--- src/rtl/timestamp_run_controller.sv ---
// Run sequencer for timestamp_generator: start/stop commands, optional trigger arm,
// start delay, fixed or unlimited run length, and a post-run flush gap.
module timestamp_run_controller #(
  parameter int unsigned DURATION_WIDTH = 32,
  parameter int unsigned DELAY_WIDTH    = 16,
  parameter int unsigned FLUSH_CYCLES   = 4
) (
  input  logic                      clk,
  input  logic                      reset,
  input  logic                      cmd_start,
  input  logic                      cmd_stop,
  input  logic                      cfg_trigger_en,
  input  logic                      ext_trigger,
  input  logic [DELAY_WIDTH-1:0]    cfg_start_delay,
  input  logic [DURATION_WIDTH-1:0] cfg_duration,
  input  logic [63:0]               timestamp,
  output logic                      run,
  output logic                      busy,
  output logic [2:0]                state,
  output logic                      done,
  output logic [1:0]                stop_reason,
  output logic [15:0]               run_counter,
  output logic [63:0]               last_timestamp
);

  localparam int unsigned FLUSH_W = $clog2(FLUSH_CYCLES + 1);
  localparam logic [FLUSH_W-1:0]        FL_ONE     = FLUSH_W'(1);
  localparam logic [FLUSH_W-1:0]        FL_LAST    = FLUSH_W'(FLUSH_CYCLES);
  localparam logic [DELAY_WIDTH-1:0]    DLY_ONE    = DELAY_WIDTH'(1);
  localparam logic [DURATION_WIDTH-1:0] DUR_ONE    = DURATION_WIDTH'(1);

  typedef enum logic [2:0] {
    S_IDLE  = 3'd0,
    S_ARMED = 3'd1,
    S_DELAY = 3'd2,
    S_RUN   = 3'd3,
    S_FLUSH = 3'd4
  } state_t;

  typedef enum logic [1:0] {
    SR_NONE     = 2'd0,
    SR_DURATION = 2'd1,
    SR_HOST     = 2'd2,
    SR_ABORT    = 2'd3
  } reason_t;

  state_t                    st;
  logic                      trig_prev;
  logic [DELAY_WIDTH-1:0]    lat_delay;
  logic [DURATION_WIDTH-1:0] lat_duration;
  logic [DELAY_WIDTH-1:0]    dcnt;
  logic [DURATION_WIDTH-1:0] rcnt;
  logic [FLUSH_W-1:0]        fcnt;

  assign state = st;

  always_ff @(posedge clk) begin
    if (reset) begin
      st             <= S_IDLE;
      run            <= 1'b0;
      busy           <= 1'b0;
      done           <= 1'b0;
      stop_reason    <= SR_NONE;
      run_counter    <= '0;
      last_timestamp <= '0;
      trig_prev      <= 1'b0;
      lat_delay      <= '0;
      lat_duration   <= '0;
      dcnt           <= '0;
      rcnt           <= '0;
      fcnt           <= '0;
    end else begin
      done      <= 1'b0;
      // Tracked in every state so a trigger already high when arming never fires.
      trig_prev <= ext_trigger;
      case (st)
        S_IDLE: begin
          if (cmd_start && !cmd_stop) begin
            lat_delay    <= cfg_start_delay;
            lat_duration <= cfg_duration;
            stop_reason  <= SR_NONE;
            busy         <= 1'b1;
            if (cfg_trigger_en) begin
              st <= S_ARMED;
            end else if (cfg_start_delay != '0) begin
              st   <= S_DELAY;
              dcnt <= DLY_ONE;
            end else begin
              st          <= S_RUN;
              run         <= 1'b1;
              rcnt        <= DUR_ONE;
              run_counter <= run_counter + 16'd1;
            end
          end
        end
        S_ARMED: begin
          if (cmd_stop) begin
            st          <= S_IDLE;
            busy        <= 1'b0;
            done        <= 1'b1;
            stop_reason <= SR_ABORT;
          end else if (ext_trigger && !trig_prev) begin
            if (lat_delay != '0) begin
              st   <= S_DELAY;
              dcnt <= DLY_ONE;
            end else begin
              st          <= S_RUN;
              run         <= 1'b1;
              rcnt        <= DUR_ONE;
              run_counter <= run_counter + 16'd1;
            end
          end
        end
        S_DELAY: begin
          if (cmd_stop) begin
            st          <= S_IDLE;
            busy        <= 1'b0;
            done        <= 1'b1;
            stop_reason <= SR_ABORT;
          end else if (dcnt == lat_delay) begin
            st          <= S_RUN;
            run         <= 1'b1;
            rcnt        <= DUR_ONE;
            run_counter <= run_counter + 16'd1;
          end else begin
            dcnt <= dcnt + DLY_ONE;
          end
        end
        S_RUN: begin
          // Duration completion takes precedence over a coincident host stop.
          if (lat_duration != '0 && rcnt == lat_duration) begin
            st          <= S_FLUSH;
            run         <= 1'b0;
            fcnt        <= FL_ONE;
            stop_reason <= SR_DURATION;
          end else if (cmd_stop) begin
            st          <= S_FLUSH;
            run         <= 1'b0;
            fcnt        <= FL_ONE;
            stop_reason <= SR_HOST;
          end else if (rcnt != '1) begin
            rcnt <= rcnt + DUR_ONE;
          end
        end
        S_FLUSH: begin
          // Generator still holds the final count during the first flush cycle.
          if (fcnt == FL_ONE) begin
            last_timestamp <= timestamp;
          end
          if (fcnt == FL_LAST) begin
            st   <= S_IDLE;
            busy <= 1'b0;
            done <= 1'b1;
          end else begin
            fcnt <= fcnt + FL_ONE;
          end
        end
        default: begin
          st   <= S_IDLE;
          run  <= 1'b0;
          busy <= 1'b0;
        end
      endcase
    end
  end

endmodule

--- config.mk ---
export PLATFORM = sky130hd
export DESIGN_NAME = timestamp_run_controller
export DESIGN_NICKNAME = d
export VERILOG_FILES = /design/src/rtl/timestamp_run_controller.sv
export SDC_FILE = /design/constraint.sdc
export NUM_CORES = 1
export LEC_CHECK = 0
export BUFFER_PORTS_ARGS = -buffer_cell sky130_fd_sc_hd__buf_4
export CORE_MARGIN = 1.5
export CORE_UTILIZATION = 50
export CTS_BUF_LIST = sky130_fd_sc_hd__clkbuf_2
export CTS_CLUSTER_SIZE = 20
export DETAILED_ROUTE_END_ITERATION = 12
export GPL_TIMING_DRIVEN = 0
export PLACE_DENSITY = 0.85
export SYNTH_ARGS = -nofsm -noshare
export SYNTH_HDL_FRONTEND = slang
export SYNTH_SLANG_ARGS = --single-unit
--- constraint.sdc ---
create_clock -name clk -period 2.3 [get_ports clk]
set_input_delay 0.23 -clock clk [delete_from_list [all_inputs] [get_ports clk]]
set_output_delay 0.23 -clock clk [all_outputs]
set_load 0.01 [all_outputs]
==> metrics.yaml <==
status: "complete, but fails checks"
violations: "negative setup slack"
drv_slew: 0
cp_max_fo: 4
io_pins: 206
synth-seq-cells: 188
postSynthAreaPerCell_um2: 7.91
cts_tree: "built"
required_ps: 3040
viasPerCell: 5.99
placed_area_um2: 10200
std_cell_rows: 47
tightest_slew_ps: 984
maxSlewHeadroom_pct: 34.0
p_per_area_nw_per_um2: 750
layout-drive-gt1-share_pct: 26.0
synth_cell_type_count: 57
netlist_area_um2: 8410
holdPathStages: 4
reg2reg_slack_ps: -290
gp_congestion: 0.906
final_antenna_net_count: 0
dieArea_um2: 17600
cts.clk_slew.worst_paths_ps: 350
core_area_um2: 16500
synth_edf_count: 0
layout_common_cells: "267 x nand2_1, 236 x buf_4, 164 x dfxtp_1"
peakVddDrop_mv: 0.660
post-dp-hpwl_mm: 18.8
drc_errors: 0
die_w_um: 133
arrival_ps: 3330
clock_path_buffers: 2
final_common_cell: "nand2_1"
firstDrtPassIters: 9
yosysWarnings: 0
hold_violations: 0
clk_latency_ps: 830
path_cells: "nor4_2 -> nor2b_1 -> a21boi_2 -> a2111oi_4 -> buf_4 -> nand4_1 -> buf_4 -> or3_1 -> a21oi_1"
hp-class: "input port to register"
antenna_found_initial: 2
grtUsageTotal_pct: 35.4
netlist_instances: 1063
hold_end: "last_timestamp[0]"
r2r-start: "lat_delay[15]"
numCtsBuffers: 17
ctsHtreeMaxLevel: 4
final_nets: 1550
path_delay_family: "simple AND/OR/NAND/NOR gates"
grt_start_max_net_pins: 20
synth_seq_area_share_pct: 44.8
numPortBuffers: 204
vias: 9948
cap_violations: 0
clock-sinks: 188
rsz0062_at_grt: "yes"
r2r_end: "run_counter[10]"
syn-num-nets: 1187
postLayoutSetupSlackWorst_ps: -286
fin_crit_sh_pct: 112
drt_iter0_markers: 923
crit_type: "register to register"
cp-end-kind: "register"
crit_buf_inv: 2
fin_skew_ps: 61.7
ff2ff_path_depth: 9
grt_first_pass_wirelength_mm: 49.3
cp_common_cell: "buf_4"
synth_flop_cell: "dfxtp_1"
synth_async_sr_flop_share_pct: 0
stdcell_area_um2: 12200
grt_pass1_vias: 9801
die_h_um: 133
routedWlPerCell_um: 19.6
setup-violations-final: 47
leakagePower_nw: 4.80
wirelength_mm: 32.5
max_freq_mhz: 387
globalRoute.totalOverflow: 0
start_util_pct: 50.9
fin_setup_tns_ps: -5540
crit_slowest_cell: "nor4_2"
holdWs_ps: 149
slowest_delay_ps: 450
start_kind: "register"
hp-start: "timestamp[0]"
syn_to_final_growth_pct: 45.0
fin_crit_ps: 2590
cts_root_buffer: "clkbuf_2"
## flip-flops by register name (all words and copies together) (netlist names), 3 cells and up
name,cells
dcnt,16
fcnt,3
last_timestamp,64
lat_delay,16
lat_duration,32
rcnt,32
run_counter,16
state,3
## power by group
| part | switching [W] | internal, W | leakage (nW) |
|---|---|---|---|
| logic | 0.00199 | 0.00146 | 3.14 |
| registers | 0.000396 | 0.00361 | 1.53 |
| clock network | 0.00135 | 0.000346 | 0.133 |
## how the worst max path moves through the flow
stage	from	to	slack [ps]	cells past startpoint
4_1_cts	lat_delay[12]	run_counter[13]	-210	8
5_1_grt	dcnt[1]	run_counter[10]	-380	10
2_1_floorplan	rcnt[0]	rcnt[11]	40	9
3_3_place_gp	state[1]	rcnt[22]	-600	8
6_report	lat_delay[15]	run_counter[10]	-290	9
3_5_place_dp	state[1]	rcnt[22]	-650	8
## area by class of cell
type	instances	area (um2)
multi-input combinational	798	4620
antenna	3	7.51
sequential	188	3800
buffer	60	289
tap	220	275
timing repair buffer	351	2930
fill	1018	4330
inverter	10	37.5
clock buffer	17	85.1
clock inverter	15	153
## layer usage
| layer | up-vias | wire, um | GRT usage, % |
|---|---|---|---|
| met5 | - | 0 | 0 |
| met4 | 0 | 2300 | 23.7 |
| met3 | 194 | 2780 | 8.47 |
| met2 | 643 | 15700 | 61.2 |
| met1 | 4688 | 11700 | 38.6 |
| li1 | 4423 | - | - |
## per-stage QoR
| step | power (W) | utilization (%) | setup WS (ps) | cells |
|---|---|---|---|---|
| finish | 0.00915 | 73.8 | -286 | 1662 |
| detailed placement | 0.00662 | 61.8 | -649 | 1487 |
| floorplan | 0.00573 | - | 43.6 | 1063 |
| global route | 0.00954 | 73.8 | -384 | 1661 |
| global placement | 0.00655 | 61.8 | -599 | 1487 |
| CTS | 0.00872 | 72.5 | -212 | 1650 |
## cells in the mapped netlist, types with 5 or more instances
cell type | count | area [um2]
dfxtp_1 | 188 | 3760
xor2_1 | 35 | 307
a21oi_1 | 141 | 706
nor4_2 | 5 | 62.6
and3_1 | 11 | 68.8
and4_1 | 7 | 61.3
nand3_1 | 22 | 110
o21ai_0 | 34 | 170
nand4_1 | 34 | 213
nand2_1 | 271 | 1020
xnor2_1 | 35 | 307
ha_1 | 6 | 75.1
or3_1 | 6 | 37.5
o31ai_1 | 20 | 150
a211oi_1 | 6 | 45.0
and2_1 | 7 | 43.8
clkbuf_1 | 54 | 203
buf_2 | 9 | 45.0
or4_1 | 5 | 37.5
nor3_1 | 8 | 40.0
a31oi_1 | 10 | 62.6
inv_1 | 10 | 37.5
o21ai_1 | 18 | 90.1
nor4_1 | 19 | 119
nor2_1 | 50 | 188
## tightest hold or removal path: cells and delay by family
family / cells / cell delay, ps
AO/OA/AOI/OAI: 1 / 50
AND/OR/NAND/NOR: 1 / 50
buffers and inverters: 2 / 680
## kinds of logic after synthesis
group,count (synthesis),synth area share (%)
simple gates,469,26.0
compound gates,250,17.1
buf+inv,77,3.59
fa+ha+maj,6,0.893
mux,3,0.372
flops,188,44.8
xor+xnor,70,7.29
## timing repair
action | 4_1_cts | 5_1_grt
setup endpoints to repair | 178 | 179
pin swaps | 18 | 9
resized for setup | 67 | 56
buffers inserted | 21 | 10
hold endpoints to repair | 116 | 0
hold buffers | 116 | 0
(Power assumes the default switching activity.)
